[config.mk]
export PLATFORM = sky130hd
export DESIGN_NAME = pc_sequencer
export DESIGN_NICKNAME = d
export VERILOG_FILES = /design/src/rtl/pc_seq_pkg.sv /design/src/rtl/pc_sequencer_stack.sv /design/src/rtl/pc_sequencer.sv
export SDC_FILE = /design/constraint.sdc
export NUM_CORES = 1
export LEC_CHECK = 0
export BUFFER_PORTS_ARGS = -buffer_cell sky130_fd_sc_hd__buf_2
export CAP_MARGIN = 20
export CORE_MARGIN = 5
export CORE_UTILIZATION = 51
export CTS_CLUSTER_DIAMETER = 120
export DETAILED_ROUTE_END_ITERATION = 10
export PLACE_DENSITY = 0.79
export SLEW_MARGIN = 20
export SYNTH_ARGS = -nofsm -noshare
export SYNTH_HDL_FRONTEND = slang
export SYNTH_SLANG_ARGS = --single-unit
[constraint.sdc]
create_clock -name clk -period 3 [get_ports clk]
set_clock_uncertainty 0.15 [all_clocks]
set_input_delay 0.6 -clock clk [delete_from_list [all_inputs] [get_ports clk]]
set_output_delay 0.6 -clock clk [all_outputs]
set_load 0.02 [all_outputs]
[src/rtl/pc_seq_pkg.sv]
// pc_seq_pkg: shared op encodings, FSM state enum and PC width for the PC sequencer
package pc_seq_pkg;
   localparam int PC_W = 8;
   localparam logic [2:0] OP_NEXT   = 3'd0;
   localparam logic [2:0] OP_JUMP   = 3'd1;
   localparam logic [2:0] OP_BRANCH = 3'd2;
   localparam logic [2:0] OP_CALL   = 3'd3;
   localparam logic [2:0] OP_RET    = 3'd4;
   localparam logic [2:0] OP_HALT   = 3'd5;
   typedef enum logic [1:0] {S_IDLE, S_RUN, S_HALT, S_FAULT} state_e;
endpackage

[src/rtl/pc_sequencer_stack.sv]
// pc_ret_stack: LIFO return-address stack; entry contents are not reset, only the depth
module pc_ret_stack #(
   parameter int DEPTH = 4,
   parameter int W = 8
) (
   input  logic         clk,
   input  logic         reset,
   input  logic         push,
   input  logic         pop,
   input  logic [W-1:0] din,
   output logic         full,
   output logic         empty,
   output logic [3:0]   depth,
   output logic [W-1:0] top
);
   localparam int AW = $clog2(DEPTH);
   logic [W-1:0] mem [DEPTH];
   logic [AW-1:0] wi, ti;
   assign wi = depth[AW-1:0];
   assign ti = AW'(depth - 4'd1);
   assign full = depth == 4'(DEPTH);
   assign empty = depth == 4'd0;
   assign top = mem[ti];
   // depth counter; push wins over pop, overflow/underflow requests are ignored
   always_ff @(posedge clk) begin
      if (!reset) depth <= 4'd0;
      else if (push && !full) depth <= depth + 4'd1;
      else if (pop && !empty) depth <= depth - 4'd1;
   end
   // entry storage written on a successful push
   always_ff @(posedge clk) begin
      if (reset && push && !full) mem[wi] <= din;
   end
endmodule

[src/rtl/pc_sequencer.sv]
// pc_sequencer: IDLE/RUN/HALT/FAULT fetch-address sequencer; return stack enabled by PC_SEQ_STACK_EN
module pc_sequencer
   import pc_seq_pkg::*;
#(
   parameter logic [PC_W-1:0] RESET_VECTOR = 8'h00,
   parameter int STACK_DEPTH = 4
) (
   input  logic            clk,
   input  logic            reset,
   input  logic            start,
   input  logic            resume,
   input  logic            stall,
   input  logic            op_valid,
   input  logic [2:0]      op,
   input  logic [PC_W-1:0] target,
   input  logic            cond,
   output logic [PC_W-1:0] PC,
   output logic            pc_valid,
   output logic            halted,
   output logic            fault,
   output logic [3:0]      sp_depth
);
   state_e state, state_n;
   logic [PC_W-1:0] pc_n, pc1;
   logic [2:0] eop;
   logic act;
   assign eop = op_valid ? op : OP_NEXT;
   assign act = state == S_RUN && !stall;
   assign pc1 = PC + 1'b1;
   assign pc_valid = act;
   assign halted = state == S_HALT;
   assign fault = state == S_FAULT;
`ifdef PC_SEQ_STACK_EN
   logic full, empty;
   logic [PC_W-1:0] top;
   pc_ret_stack #(.DEPTH(STACK_DEPTH), .W(PC_W)) u_stack (
      .clk(clk),
      .reset(reset),
      .push(act && eop == OP_CALL),
      .pop(act && eop == OP_RET),
      .din(pc1),
      .full(full),
      .empty(empty),
      .depth(sp_depth),
      .top(top)
   );
`else
   assign sp_depth = 4'd0;
`endif
   // state and PC registers
   always_ff @(posedge clk) begin
      if (!reset) begin
         state <= S_IDLE;
         PC <= RESET_VECTOR;
      end else begin
         state <= state_n;
         PC <= pc_n;
      end
   end
   // next state and next PC; stall freezes everything while in RUN
   always_comb begin
      state_n = state;
      pc_n = PC;
      case (state)
         S_IDLE: state_n = start ? S_RUN : S_IDLE;
         S_HALT: state_n = resume ? S_RUN : S_HALT;
         S_RUN: if (!stall) begin
            case (eop)
               OP_JUMP:   pc_n = target;
               OP_BRANCH: pc_n = cond ? pc1 + target : pc1;
`ifdef PC_SEQ_STACK_EN
               OP_CALL: begin
                  pc_n = full ? PC : target;
                  state_n = full ? S_FAULT : S_RUN;
               end
               OP_RET: begin
                  pc_n = empty ? PC : top;
                  state_n = empty ? S_FAULT : S_RUN;
               end
`else
               OP_CALL:   pc_n = target;
               OP_RET:    pc_n = pc1;
`endif
               OP_HALT:   state_n = S_HALT;
               default:   pc_n = pc1;
            endcase
         end
         default: ;
      endcase
   end
endmodule

---- Word level (Yosys, flattened, before mapping) ----
Index checks and enable logic that the tools add are counted.
cells by class
  $add $sub $neg .......................... 2
  equal/unequal tests ..................... 9
  multiplexer cells ....................... 8
  bitwise operators ....................... 2
  reductions and logical operators ........ 7
operators with widths
  cell                 count
  $pmux 8 s3           1
  $add 8x1->8 const B  1
  $add 8x8->8          1
  $mux 8               1
  $eq 3x2->1 const B   2
  $mux 2               3
  $pmux 2 s3           1
  $reduce_and 3->1     2
  $eq 2x2->1 const B   2
  $eq 3x1->1 const B   1
  $eq 3x3->1 const B   1
  $mux 3               1
  $reduce_bool 3->1    1
  $eq 2x1->1 const B   1
  $logic_not 2->1      1
  $ne 2x1->1 const B   1
  $ne 2x2->1 const B   1
  $not 1->1            2
  $reduce_or 2->1      1
  $logic_and 1x1->1    1
  $logic_not 1->1      1
  $mux 1               1
storage, ports and cells
  bits in registers ....................... 10
  bits of input ports ..................... 18
  output and inout bits ................... 15
  logic and storage cells ................. 30

---- Logic depth before layout (Yosys ltp) ----
  depth in word-level cells ............... 5
  mapped depth ............................ 10
  mapped depth without buffers ............ 10

---- Worst setup path after synthesis ----
OpenSTA, ideal clock, no wires.
  path type ............................... register -> register
  start point ............................. register PC[0]
  end point ............................... register PC[6]
  setup time .............................. 0.125 ns
  arrival time ............................ 2.147 ns
  required time ........................... 2.725 ns
  setup slack ............................. 0.578 ns
  cell stages (with the launch flop) ...... 9
  path buffers ............................ 0
  period minus slack after synthesis ...... 2.422 ns
  path through ............................ dfxtp_1 > ha_1 > xor2_1 > ha_1 > nor2b_1 > o31a_1 > o21a_1 > o311ai_1 > a21oi_2
on the way
  cells in the longest elaborated chain, start to end .. 4
RTL lines
  item                      line                text
  start: declaration        pc_sequencer.sv:17  output logic [PC_W-1:0] PC,
  start signal: assignment  pc_sequencer.sv:57  PC <= pc_n;
  $add 8x1->8 *             pc_sequencer.sv:29  assign pc1 = PC + 1'b1;
  $add 8x8->8               pc_sequencer.sv:70  OP_BRANCH: pc_n = cond ? pc1 + target : pc1;
  $mux 8                    pc_sequencer.sv:70
  $pmux 8 s3 *              pc_sequencer.sv:68  case (eop)
Every way passes the cells marked *; elsewhere a longest branch is shown, timed or not.
A chain may end at the register's enable or synchronous reset.

---- Final worst setup path ----
  start point ............................. register PC[0]
  end point ............................... register PC[7]
Same word-level chain as after synthesis.

==> impl_metrics.csv <==
group,metric,value,unit
critical_path,cp_max_fo,6,
critical_path,cp.arrival,2.52,ns
clock_network,cts_resized,0,
timing,worst_hold_slack,0.3690,ns
clock_network,postCtsHoldBufs,0,
yosys,synth_seq_cells,10,
yosys,synth_top_area_frac,0.1760,
clock_network,postCtsSetupBuffers,0,
clock_network,clk_latency,0.28,ns
drt,drt_wl_total,3059,um
drt,dr.pass1.iters,4,
floorplanning,io_pins,33,
place,placed_cell_area,1276,sq um
place,gp_congestion,0.8842,
timing,hold_viol,0,
timing,fin_tns_setup,0,ns
outcome,status,"completed",
layout,drive_above_1_share,0.2273,
layout,syn2layout_area_growth,15.40,%
global_routing,grt_max_degree,15,
global_routing,grt_pass1_wl,5009,um
layout,finalCoreUtilization,0.6050,
layout,nets,207,
power,powerDensity,381.8,nW/um^2
floorplanning,start_util,0.5242,
timing,fin_crit_sh,0.8337,
critical_path,path_cells,"ha_1 > nand3_2 > o21ai_0 > nand2_1 > ha_1 > a21oi_1 > o21ai_0 > a21oi_1 > xnor2_1 > a211oi_2",
critical_path,crit_type,"reg2reg",
power,power_leakage,0.6053,nW
place,dp_hpwl,2492,um
place,port_buffers,28,
global_routing,grt_most_used_layer,"met2",
critical_path,end_kind,"flip-flop",
yosys,syn-cell-area,1137,sq um
layout,antennaDiodeCount,0,
global_routing,gr-usage-all-layers,0.1895,
clock_network,clockRootBuffer,"clkbuf_4",
timing,rsz0062_at_grt,"no",
critical_path,slowest_stage,"dfxtp_1",
floorplanning,core_area,2170,sq um
drt,vias_per_cell,6.113,
critical_path,crit_buf_inv,0,
critical_path,worstPathRequired,3.02,ns
drt,routedWlPerCell,15.00,um
floorplanning,dieArea,3275,sq um
clock_network,path_clk_slew,0.09,ns
clock_network,numCtsBuffers,3,
job,max-cap-violations,0,
yosys,ys_seq_area_frac,0.1760,
global_routing,met2_usage,0.3148,
drt,detail-route-antenna-nets,0,
floorplanning,num_rows,17,
timing,fmax,399.8,MHz
floorplanning,die_width,57.23,um
drt,num_vias,1247,
yosys,synthTopCellsByCount,"14 x nand2_1, 12 x a21oi_1, 11 x ha_1",
min_path,hold_path.class,"reg2reg",
yosys,synth_edf_count,0,
drt,drtIter0Drc,43,
global_routing,use_met3,0.05882,
place,dp_slack,0.5184,ns
floorplanning,die_h,57.23,um
timing,min_period,2.501,ns
power,ir_worst_vdd,0.0002762,V
yosys,yosysUniqueCellTypes,46,
timing,fin_ws,0.4990,ns
clock_network,cts_max_level,1,
drt,drc,0,
critical_path,critPathLaunchType,"flip-flop",
critical_path,worst_path_largest_cell_delay,0.42,ns
timing,setup_viol,0,
yosys,ys.flop_type,"dfxtp_1",
global_routing,grt_overflow_total,0,
yosys,syn_inst,147,
clock_network,cts_tree,"done",
yosys,yosysMostFrequentCell,"nand2_1",
global_routing,met1_usage,0.2237,
yosys,synthArstFlopShare,0,
global_routing,grt_pass1_vias,1204,
clock_network,cts_sinks,10,
global_routing,antenna_found_initial,0,
yosys,synth_warnings,0,
timing,slew_viol_final,0,
yosys,synth_top_area_cell,"dfxtp_1",
yosys,netlist_top_cells_area,"dfxtp_1 18%, ha_1 12%, a21oi_1 5.3%",
clock_network,cts_buffer_depth,2,
layout,fin_area,1313,sq um
critical_path,cpLargestDelayFamily,"compound AO/OA/AOI/OAI gates",
yosys,syn_avg_cell_area,7.737,sq um
-- per-layer routing --
metal | share of wire | routed length (um)
met1 | 0.41 | 1255
met3 | 0.092 | 280
met5 | 0 | 0
met2 | 0.48 | 1478
met4 | 0.014 | 44
-- power by group --
part	leakage, nW	switching, mW	internal (mW)
Sequential	0.0816	0.0177	0.145
Clock	0.0210	0.0576	0.0738
Combinational	0.503	0.121	0.0855
Total	0.605	0.196	0.305
-- state kept, by name, summed over array words and instances, names as in the netlist --
signal / cells
state: 2
PC: 8
-- final timing paths --
| kind | start | end | slack [ns] | cells past startpoint |
|---|---|---|---|---|
| worst min register to register | state[0] | state[0] | 0.37 | 2 |
| worst min-delay path | state[0] | state[0] | 0.37 | 2 |
| worst max-delay path | PC[0] | PC[7] | 0.50 | 10 |
| worst max register to register | PC[0] | PC[7] | 0.50 | 10 |
-- cell type report --
class | instances | area, sq um
clock buffers | 4 | 36.28
fillers | 224 | 857.1
inverters | 10 | 37.54
multi-input cells | 124 | 863.3
flip-flops and latches | 10 | 200.2
well taps | 28 | 35.03
repair buffers | 28 | 140.1
-- layout by cell type (no fill, tap or decap), types with 3 or more instances in the layout --
cell type | synthesis | routed
ha_1 | 11 | 11
nand2_1 | 14 | 14
a21oi_1 | 12 | 12
nand3_1 | 3 | 3
nor3_1 | 3 | 3
xor2_1 | 3 | 3
a221oi_1 | 4 | 4
nor2_1 | 10 | 10
clkbuf_4 | 0 | 3
inv_1 | 10 | 10
a31oi_1 | 4 | 4
dfxtp_1 | 10 | 10
nor2b_1 | 3 | 3
buf_2 | 0 | 28
xnor2_1 | 4 | 4
a211oi_1 | 4 | 4
o21ai_0 | 10 | 10
conb_1 | 1 | 4
-- cell families after synthesis --
group                    after synthesis  synth area share
other                                  1          0.003297
adder cells (fa/ha/maj)               12            0.1386
flip-flops                            10            0.1760
XOR/XNOR                               8           0.07481
AO/OA/AOI/OAI                         49            0.2849
buffers and inverters                 16           0.07481
AND/OR/NAND/NOR                       51            0.2475
-- through the flow --
step	total power, mW	cells
5_1_grt	0.5292	204
2_1_floorplan	0.3170	150
3_3_place_gp	0.3605	200
6_report	0.5011	204
3_5_place_dp	0.3705	200
4_1_cts	0.4980	204
-- worst reg2reg max path, cell delays in order (launching register included) --
cell      delay, ns
dfxtp_1        0.42
ha_1           0.23
nand3_2        0.12
o21ai_0        0.34
nand2_1        0.10
ha_1           0.35
a21oi_1        0.17
o21ai_0        0.11
a21oi_1        0.17
xnor2_1        0.16
a211oi_2       0.09
(Power assumes the default switching activity.)
